<file path="src/rtl/eltwise_arbiter_pkg.sv">
// Shared NPU definitions for the element-wise arbiter: the operand width,
// the opcode encodings and the arbiter FSM state encodings.
package eltwise_arbiter_pkg;

    localparam int NPU_DATA_WIDTH = 16;

    typedef enum logic [2:0] {
        OP_ADD  = 3'd0,
        OP_SUB  = 3'd1,
        OP_MUL  = 3'd2,
        OP_DIV  = 3'd3,
        OP_AND  = 3'd4,
        OP_OR   = 3'd5,
        OP_XOR  = 3'd6,
        OP_NOTA = 3'd7
    } eltwise_op_e;

    typedef enum logic [2:0] {
        ST_IDLE    = 3'd0,
        ST_ISSUE   = 3'd1,
        ST_WAIT    = 3'd2,
        ST_RESPOND = 3'd3,
        ST_HALT    = 3'd4
    } arb_state_e;

endpackage

</file>
<file path="src/rtl/eltwise_arbiter_rr_priority_select.sv">
// Combinational round-robin pick: the first set request bit searching
// upward from the requester after last_grant, wrapping around.
module rr_priority_select #(
    parameter  int NUM_REQ = 4,
    localparam int IDX_W   = $clog2(NUM_REQ)
) (
    input  logic [NUM_REQ-1:0] req,
    input  logic [IDX_W-1:0]   last_grant,
    output logic [NUM_REQ-1:0] grant_oh,
    output logic [IDX_W-1:0]   grant_idx,
    output logic               grant_any
);

    always_comb begin
        int              cand;
        logic [IDX_W-1:0] cidx;
        cand      = 0;
        cidx      = '0;
        grant_oh  = '0;
        grant_idx = '0;
        grant_any = 1'b0;
        // Offset NUM_REQ comes back to last_grant itself, so it has lowest priority.
        for (int k = 1; k <= NUM_REQ; k++) begin
            cand = (int'(last_grant) + k) % NUM_REQ;
            cidx = IDX_W'(cand);
            if (!grant_any && req[cidx]) begin
                grant_any       = 1'b1;
                grant_oh[cidx]  = 1'b1;
                grant_idx       = cidx;
            end
        end
    end

endmodule

</file>
<file path="src/rtl/eltwise_arbiter.sv">
// Shares one element-wise unit among NUM_REQ requesters, one op in flight,
// with round-robin grant, a per-op timeout and a sticky fault that halts the arbiter.
module eltwise_arbiter
    import eltwise_arbiter_pkg::*;
#(
    parameter  int NUM_REQ        = 4,
    parameter  int DATA_WIDTH     = NPU_DATA_WIDTH,
    parameter  int TIMEOUT_CYCLES = 256,
    localparam int IDX_W          = $clog2(NUM_REQ)
) (
    input  logic                          clk,
    input  logic                          rst_n,
    input  logic [NUM_REQ-1:0]            req_valid,
    output logic [NUM_REQ-1:0]            req_ready,
    input  logic [NUM_REQ*DATA_WIDTH-1:0] req_op_a,
    input  logic [NUM_REQ*DATA_WIDTH-1:0] req_op_b,
    input  logic [NUM_REQ*3-1:0]          req_op_type,
    output logic [NUM_REQ-1:0]            rsp_valid,
    input  logic [NUM_REQ-1:0]            rsp_ready,
    output logic [DATA_WIDTH-1:0]         rsp_data,
    output logic                          rsp_err,
    output logic [DATA_WIDTH-1:0]         eu_operand_a,
    output logic [DATA_WIDTH-1:0]         eu_operand_b,
    output logic [2:0]                    eu_op_type,
    output logic                          eu_valid,
    input  logic                          eu_ready,
    input  logic [DATA_WIDTH-1:0]         eu_data,
    input  logic                          eu_valid_out,
    output logic                          eu_ready_out,
    output logic                          busy,
    output logic [IDX_W-1:0]              grant_id,
    output logic                          fault
);

    localparam int CNT_W = (TIMEOUT_CYCLES > 2) ? $clog2(TIMEOUT_CYCLES) : 1;

    arb_state_e            state_q, state_d;
    logic [IDX_W-1:0]      owner_q, owner_d;
    logic [IDX_W-1:0]      last_grant_q, last_grant_d;
    logic [DATA_WIDTH-1:0] op_a_q, op_a_d;
    logic [DATA_WIDTH-1:0] op_b_q, op_b_d;
    eltwise_op_e           op_type_q, op_type_d;
    logic [DATA_WIDTH-1:0] rsp_data_q, rsp_data_d;
    logic                  rsp_err_q, rsp_err_d;
    logic                  fault_q, fault_d;
    logic [CNT_W-1:0]      cnt_q, cnt_d;

    logic [DATA_WIDTH-1:0] op_a_arr    [NUM_REQ];
    logic [DATA_WIDTH-1:0] op_b_arr    [NUM_REQ];
    logic [2:0]            op_type_arr [NUM_REQ];

    logic [NUM_REQ-1:0]    win_oh;
    logic [IDX_W-1:0]      win_idx;
    logic                  win_any;
    logic                  timeout_hit;

    for (genvar i = 0; i < NUM_REQ; i++) begin : g_unpack
        assign op_a_arr[i]    = req_op_a[i*DATA_WIDTH +: DATA_WIDTH];
        assign op_b_arr[i]    = req_op_b[i*DATA_WIDTH +: DATA_WIDTH];
        assign op_type_arr[i] = req_op_type[i*3 +: 3];
    end

    rr_priority_select #(.NUM_REQ(NUM_REQ)) u_rr (
        .req        (req_valid),
        .last_grant (last_grant_q),
        .grant_oh   (win_oh),
        .grant_idx  (win_idx),
        .grant_any  (win_any)
    );

    assign timeout_hit = (cnt_q == CNT_W'(TIMEOUT_CYCLES - 1));

    always_comb begin
        state_d      = state_q;
        owner_d      = owner_q;
        last_grant_d = last_grant_q;
        op_a_d       = op_a_q;
        op_b_d       = op_b_q;
        op_type_d    = op_type_q;
        rsp_data_d   = rsp_data_q;
        rsp_err_d    = rsp_err_q;
        fault_d      = fault_q;
        cnt_d        = cnt_q;
        req_ready    = '0;
        rsp_valid    = '0;
        eu_valid     = 1'b0;
        eu_ready_out = 1'b0;

        unique case (state_q)
            ST_IDLE: begin
                req_ready = win_oh;
                if (win_any) begin
                    op_a_d       = op_a_arr[win_idx];
                    op_b_d       = op_b_arr[win_idx];
                    op_type_d    = eltwise_op_e'(op_type_arr[win_idx]);
                    owner_d      = win_idx;
                    last_grant_d = win_idx;
                    cnt_d        = '0;
                    state_d      = ST_ISSUE;
                end
            end
            ST_ISSUE: begin
                eu_valid = 1'b1;
                if (timeout_hit) begin
                    rsp_data_d = '0;
                    rsp_err_d  = 1'b1;
                    fault_d    = 1'b1;
                    state_d    = ST_RESPOND;
                end else begin
                    cnt_d = cnt_q + 1'b1;
                    if (eu_ready) begin
                        state_d = ST_WAIT;
                    end
                end
            end
            ST_WAIT: begin
                eu_ready_out = 1'b1;
                // A result arriving on the last allowed cycle still counts as completion.
                if (eu_valid_out) begin
                    rsp_data_d = eu_data;
                    rsp_err_d  = 1'b0;
                    state_d    = ST_RESPOND;
                end else if (timeout_hit) begin
                    rsp_data_d = '0;
                    rsp_err_d  = 1'b1;
                    fault_d    = 1'b1;
                    state_d    = ST_RESPOND;
                end else begin
                    cnt_d = cnt_q + 1'b1;
                end
            end
            ST_RESPOND: begin
                rsp_valid[owner_q] = 1'b1;
                if (rsp_ready[owner_q]) begin
                    state_d = fault_q ? ST_HALT : ST_IDLE;
                end
            end
            ST_HALT: begin
            end
            default: begin
                state_d = ST_IDLE;
            end
        endcase
    end

    always_ff @(posedge clk or negedge rst_n) begin
        if (!rst_n) begin
            state_q      <= ST_IDLE;
            owner_q      <= '0;
            last_grant_q <= IDX_W'(NUM_REQ - 1);
            op_a_q       <= '0;
            op_b_q       <= '0;
            op_type_q    <= OP_ADD;
            rsp_data_q   <= '0;
            rsp_err_q    <= 1'b0;
            fault_q      <= 1'b0;
            cnt_q        <= '0;
        end else begin
            state_q      <= state_d;
            owner_q      <= owner_d;
            last_grant_q <= last_grant_d;
            op_a_q       <= op_a_d;
            op_b_q       <= op_b_d;
            op_type_q    <= op_type_d;
            rsp_data_q   <= rsp_data_d;
            rsp_err_q    <= rsp_err_d;
            fault_q      <= fault_d;
            cnt_q        <= cnt_d;
        end
    end

    assign eu_operand_a = op_a_q;
    assign eu_operand_b = op_b_q;
    assign eu_op_type   = op_type_q;
    assign rsp_data     = rsp_data_q;
    assign rsp_err      = rsp_err_q;
    assign fault        = fault_q;
    assign busy         = (state_q != ST_IDLE);
    assign grant_id     = owner_q;

endmodule
</file>
<file path="config.mk">
export PLATFORM = sky130hd
export DESIGN_NAME = eltwise_arbiter
export DESIGN_NICKNAME = d
export VERILOG_FILES = /design/src/rtl/eltwise_arbiter_pkg.sv /design/src/rtl/eltwise_arbiter_rr_priority_select.sv /design/src/rtl/eltwise_arbiter.sv
export SDC_FILE = /design/constraint.sdc
export NUM_CORES = 1
export LEC_CHECK = 0
export ABC_AREA = 0
export CAP_MARGIN = 20
export CORE_MARGIN = 3
export CORE_UTILIZATION = 41
export DETAILED_ROUTE_END_ITERATION = 6
export GPL_ROUTABILITY_DRIVEN = 0
export GPL_TIMING_DRIVEN = 0
export PLACE_DENSITY = 0.86
export SLEW_MARGIN = 20
export SYNTH_ARGS = -nofsm -noshare
export SYNTH_HDL_FRONTEND = slang
export SYNTH_SLANG_ARGS = --single-unit
</file>
<file path="constraint.sdc">
create_clock -name clk -period 3.4 [get_ports clk]
set_input_delay 0.34 -clock clk [delete_from_list [all_inputs] [get_ports clk]]
set_output_delay 0.34 -clock clk [all_outputs]
set_load 0.02 [all_outputs]
</file>
Yosys cells after proc, flatten, opt, wreduce, memory -nomap -nowiden --
Cells that the tools add are included.
Operators by class: add/sub/neg operators 5, $mul 0, div/mod/pow operators 0, magnitude comparators 11, equal/unequal tests 10, shifts and indexed selects 0, mux-type cells 66, bitwise gates (word level) 5, reductions and logical operators 19
Operator list (number):
- 2-to-1 mux 16 bit | 6
- binary-select mux 16 bit (select 2 bit) | 2
- one-hot mux 16 bit (2 select lines) | 1
- 2-to-1 mux 3 bit | 9
- 2-to-1 mux 4 bit | 6
- 2-to-1 mux 8 bit | 3
- one-hot mux 8 bit (3 select lines) | 1
- 2-to-1 mux 1 bit | 20
- < comparator 2 x 3 -> 1 bit, second input constant | 5
- one-hot mux 3 bit (5 select lines) | 1
- OR 4 bit | 3
- binary-select mux 1 bit (select 2 bit) | 5
- demux 1 bit (select 2 bit) | 5
- >= comparator 2 x 1 -> 1 bit, second input constant | 5
- adder 8 x 1 -> 8 bit, second input constant | 1
- == test 8 bit, second input constant | 1
- logical AND 1 bit | 8
- 2-to-1 mux 2 bit | 4
- binary-select mux 3 bit (select 2 bit) | 1
- == test 3 x 2 -> 1 bit, second input constant | 2
- != test 3 bit, second input constant | 2
- nonzero test 3 bit | 2
- AND reduction 5 bit | 1
- adder 2 x 1 -> 2 bit, second input constant | 2
- 14 further kinds | 20
Word-level totals: register bits after elaboration 68, latch bits 0, bits in writable memories 0, memory bits (read-only) 0, memories kept 0

Depth between registers and ports, before layout --
depth in word-level cells 17, mapped depth 11, gate-level depth less buffers 8

By module --
From an unflattened synthesis, not the netlist that was laid out.
Second synthesis, totals: cell total of the unflattened synthesis 425, area total of the unflattened synthesis 4399.2 µm²
Modules (own cells, without submodules):
- eltwise_arbiter | times used 1, cells an instance 339, area each 3769.9 µm², sequential area each 1704.1 µm²
- rr_priority_select | times used 1, cells an instance 86, area each 629.4 µm², sequential area each 0.0 µm²

Worst setup path after synthesis --
OpenSTA, ideal clock, no wires.
path kind reg2reg, start point reg last_grant_q[1], end point reg op_a_q[10], in the netlist eu_operand_a[10], library setup time 0.081 ns, data arrival time 2.797 ns, slack 0.521 ns, cell stages (with the launch flop) 12, clock period less this slack 2.879 ns, path through dfstp_2 clkbuf_1 inv_1 ha_1 mux4_2 nor2b_4 a211oi_1 o22a_1 buf_6 buf_6 mux2_1 o211ai_2
On the way: cells in the longest elaborated chain, start to end 17, elaborated cells on any way between the ends 31, classes of those cells add/sub: 4; mux: 19; bitwise: 1; reduce/logical: 7
RTL lines:
- from (decl) | RTL line eltwise_arbiter.sv:39 | logic [IDX_W-1:0] last_grant_q, last_grant_d;
- from (signal assigned) | RTL line eltwise_arbiter.sv:150 | last_grant_q <= IDX_W'(NUM_REQ - 1);
- from (signal assigned) | RTL line eltwise_arbiter.sv:161 | last_grant_q <= last_grant_d;
- adder 2 x 1 -> 2 bit | RTL line eltwise_arbiter_rr_priority_select.sv:24 | cand = (int'(last_grant) + k) % NUM_REQ;
- binary-select mux 1 bit (select 2 bit) | RTL line eltwise_arbiter_rr_priority_select.sv:26 | if (!grant_any && req[cidx]) begin
- 2-to-1 mux 1 bit (not written as such) | RTL line eltwise_arbiter_rr_priority_select.sv:26
- 2-to-1 mux 1 bit | RTL line eltwise_arbiter_rr_priority_select.sv:26
- zero test 1 bit | RTL line eltwise_arbiter_rr_priority_select.sv:26
- logical AND 1 bit | RTL line eltwise_arbiter_rr_priority_select.sv:26
- 2-to-1 mux 1 bit | RTL line eltwise_arbiter_rr_priority_select.sv:26
- zero test 1 bit | RTL line eltwise_arbiter_rr_priority_select.sv:26
- logical AND 1 bit | RTL line eltwise_arbiter_rr_priority_select.sv:26
- 2-to-1 mux 1 bit | RTL line eltwise_arbiter_rr_priority_select.sv:26
- zero test 1 bit | RTL line eltwise_arbiter_rr_priority_select.sv:26
- logical AND 1 bit | RTL line eltwise_arbiter_rr_priority_select.sv:26
- 2-to-1 mux 2 bit | RTL line eltwise_arbiter_rr_priority_select.sv:26
- NOT 2 -> 3 bit (not written as such) | RTL line eltwise_arbiter.sv:93 | op_a_d = op_a_arr[win_idx];
- binary-select mux 16 bit (select 2 bit) | RTL line eltwise_arbiter.sv:93
- 2-to-1 mux 16 bit (not written as such) (2 in a row) | RTL line eltwise_arbiter.sv:93
- to (signal assigned) | RTL line eltwise_arbiter.sv:162 | op_a_q <= op_a_d;
- to (decl) | RTL line eltwise_arbiter.sv:40 | logic [DATA_WIDTH-1:0] op_a_q, op_a_d;
Parallel ways exist; a longest one is shown, timed or not. The select of a mux whose other input is x is not followed. A chain may end at the register's enable or synchronous reset.

Final worst setup path --
start point reg last_grant_q[1], end point out req_ready[2]
On the way: cells in the longest elaborated chain, start to end 14, elaborated cells on any way between the ends 49, classes of those cells add/sub: 4; order compare: 8; mux: 24; bitwise: 3; reduce/logical: 10
RTL lines:
- branches (longest 12 deep; another with < comparator 2 x 3 -> 1 bit)
- 2-to-1 mux 4 bit * | RTL line eltwise_arbiter_rr_priority_select.sv:26
- 2-to-1 mux 4 bit * | RTL line eltwise_arbiter.sv:89 | unique case (state_q)
- to (decl) | RTL line eltwise_arbiter.sv:14 | output logic [NUM_REQ-1:0] req_ready,
Every way passes the cells marked *. The select of a mux whose other input is x is not followed.

==> results.txt <==
cell area after placement = 0.00718 mm^2
Clock Skews = 0.00857 ns
Tmin final = 3.23 ns
Total Routed Length = 16,600 um
FF/Latch Area = 0.00170 mm^2
status = finished clean
Worst setup EP type = output port
maxcap violations = 0
Yosys reg bits = 68
number of flops mapped to enable cells by yosys = 0
Tot Pwr = 0.00730 W
wire per inst = 19.1 um
Nets = 898
die width = 113 um
Die H = 113 um
Mapped Cells = 475
cts bufs inserted = 9
DRT Pass-1 Iters = 5
clock root buffer = clkbuf_16
global-route wire length before repair = 25,800 um
Worst Setup Start Kind = flop
area of the multi-input gates = 0.00273 mm^2
largest net degree at the start of global routing = 37
Post-Layout Cell Count = 866
Cell Pwr Density = 970 mW/mm^2
TritonCTS Sinks = 68
Slew @ Worst Pin = 0.819 ns
H-Tree Depth = 3
CP max FO = 11
fin area = 0.00752 mm^2
area grow syn2layout = 61.1%
Post-Place Cells = 848
row count = 38
post-route ant nets = 0
LEAKAGE = 3.18 nW
peak supply drop = 753 uV
final worst-path cycle share = 95.0%
clk slew on worst S/H paths = 0.06 ns
Synth cell types = 48
ant diodes = 0
WS Path Type = flop to output port
fmax = 0.310 GHz
commonest non-fill, non-tap cells in the layout = clkdlybuf4s50_1, nand3_1, dfrtp_1, nand2_1, mux2i_1
DRC viols = 0
CP required = 3.06 ns
DR vias = 4,854
Synthesis Warnings = 0
# IOs = 234
Top FF cell, synth = dfrtp_1
Initial DRC Count = 250
Initial Utilization = 42.5%
all-layer global routing usage = 25.5%
ys async rst share = 100%
register area share after synthesis = 36.5%
Die ar. = 0.0127 mm^2
syn nets = 652
RSZ-0062 raised after global routing = false
final setup fails = 0
Avg Inst Size Synth = 9.83 um^2
final slew viol count = 0
vias in the first global route = 5,111
# port buffers = 232
clk buf depth = 2
CTS tree = yes
Arr. time, crit path = 2.89 ns
synthesized area = 0.00467 mm^2
hpwl dp = 13,000 um
initial antenna violation count = 0
relative slew slack = 44.9%
endpoints failing hold = 0
Hold Crit Class = flop to flop
commonest non-fill, non-tap cell in the layout = clkdlybuf4s50_1
vias per cell = 5.61
core area = 0.0110 mm^2
TNS Setup = 0 ns
clk_lat worst skew = 0.33 ns
grt ovf = 0
fillers = 831
fraction of layout cells with a size suffix above 1 = 13.4%
## cells by family (layout without fill, tap and decap cells)
kind of cell	count (synthesis)	in the layout	share of synthesized area, %
simple gates	177	177	17.6
compound gates	92	92	17.0
mux	75	75	20.1
flops	68	68	36.5
buf+inv	48	299	5.28
fa+ha+maj	9	9	2.41
xor+xnor	6	6	1.13
## final timing paths
check,start,end,slack [ns],cells past startpoint
setup / recovery,last_grant_q[1],req_ready[2],0.17,9
hold reg to reg,rsp_data[4],rsp_data[4],0.50,1
hold / removal,rsp_data[4],rsp_data[4],0.50,1
max in group asynchronous,rst_n,last_grant_q[1],2.26,3
min in group asynchronous,rst_n,eu_operand_a[9],0.52,2
setup reg to reg,last_grant_q[1],eu_operand_a[8],0.29,10
## final cells by class
class | instances | share of cell area (%)
tap | 140 | 2.33
multi-input combinational | 359 | 36.3
sequential | 68 | 22.7
timing repair buffer | 236 | 31.4
buffer | 39 | 2.86
clock inverter | 7 | 1.10
inverter | 8 | 0.399
clock buffer | 9 | 2.99
## cell usage after synthesis (5+ instances only)
cell type / instances / area [um^2]
nand3_1: 75 / 375
dfrtp_1: 66 / 1650
nand2_1: 51 / 191
mux2i_1: 36 / 360
nor2_1: 27 / 101
mux2_4: 25 / 375
clkbuf_1: 24 / 90.1
o211ai_2: 22 / 275
a22o_1: 16 / 140
o211ai_1: 13 / 97.6
ha_1: 9 / 113
buf_2: 8 / 40.0
inv_1: 8 / 30.0
mux2_1: 8 / 90.1
o21ai_0: 8 / 40.0
buf_6: 7 / 78.8
a21oi_1: 6 / 30.0
a22oi_1: 5 / 37.5
nor3_1: 5 / 25.0
## metal layers
layer  track usage (%)  vias to the layer above  wire length [um]
met5                 0                        -                 0
met2              44.4                      240              8390
li1                  -                     2250                 -
met1              29.3                     2318              6220
met3              6.36                       46              1310
met4              11.9                        0               658
## critical path, cell delays in order (launching register included)
cell and delay, ns:
dfstp_2 0.65, inv_1 0.20, ha_4 0.35, mux4_2 0.32, nor2b_4 0.17, a22oi_1 0.17
nor2_1 0.07, a221oi_1 0.23, nor2_1 0.07, dlygate4sd2_1 0.34
## power by group
group          internal (W)  total (W)  switching [W]
sequential          0.00118    0.00141       0.000229
clock              0.000581   0.000967       0.000386
combinational       0.00224    0.00492        0.00268
total               0.00400    0.00730        0.00330
## per-stage QoR
step | hold WS, ns | utilization, % | setup slack [ns]
2_1_floorplan | 0.0444 | - | 0.521
3_3_place_gp | 0.479 | 65.3 | -0.389
3_5_place_dp | 0.322 | 65.4 | -0.0620
4_1_cts | 0.497 | 68.4 | 0.0580
6_report | 0.497 | 68.5 | 0.170
5_1_grt | 0.515 | 68.5 | 0.00610
## flip-flops by register name (all words and copies together), names as in the netlist
signal	count
rsp_err	1
eu_operand_b	16
state_q	3
grant_id	2
cnt_q	8
last_grant_q	2
eu_operand_a	16
rsp_data	16
fault	1
eu_op_type	3
## what timing repair did
item,4_1_cts,5_1_grt
cloned,0,0
gates resized for setup,6,0
buffers inserted,0,2
endpoints found under the setup margin,6,4
endpoints found under the hold margin,32,0
hold buffers,1,0
No activity file was read; power rests on OpenSTA's default activity.
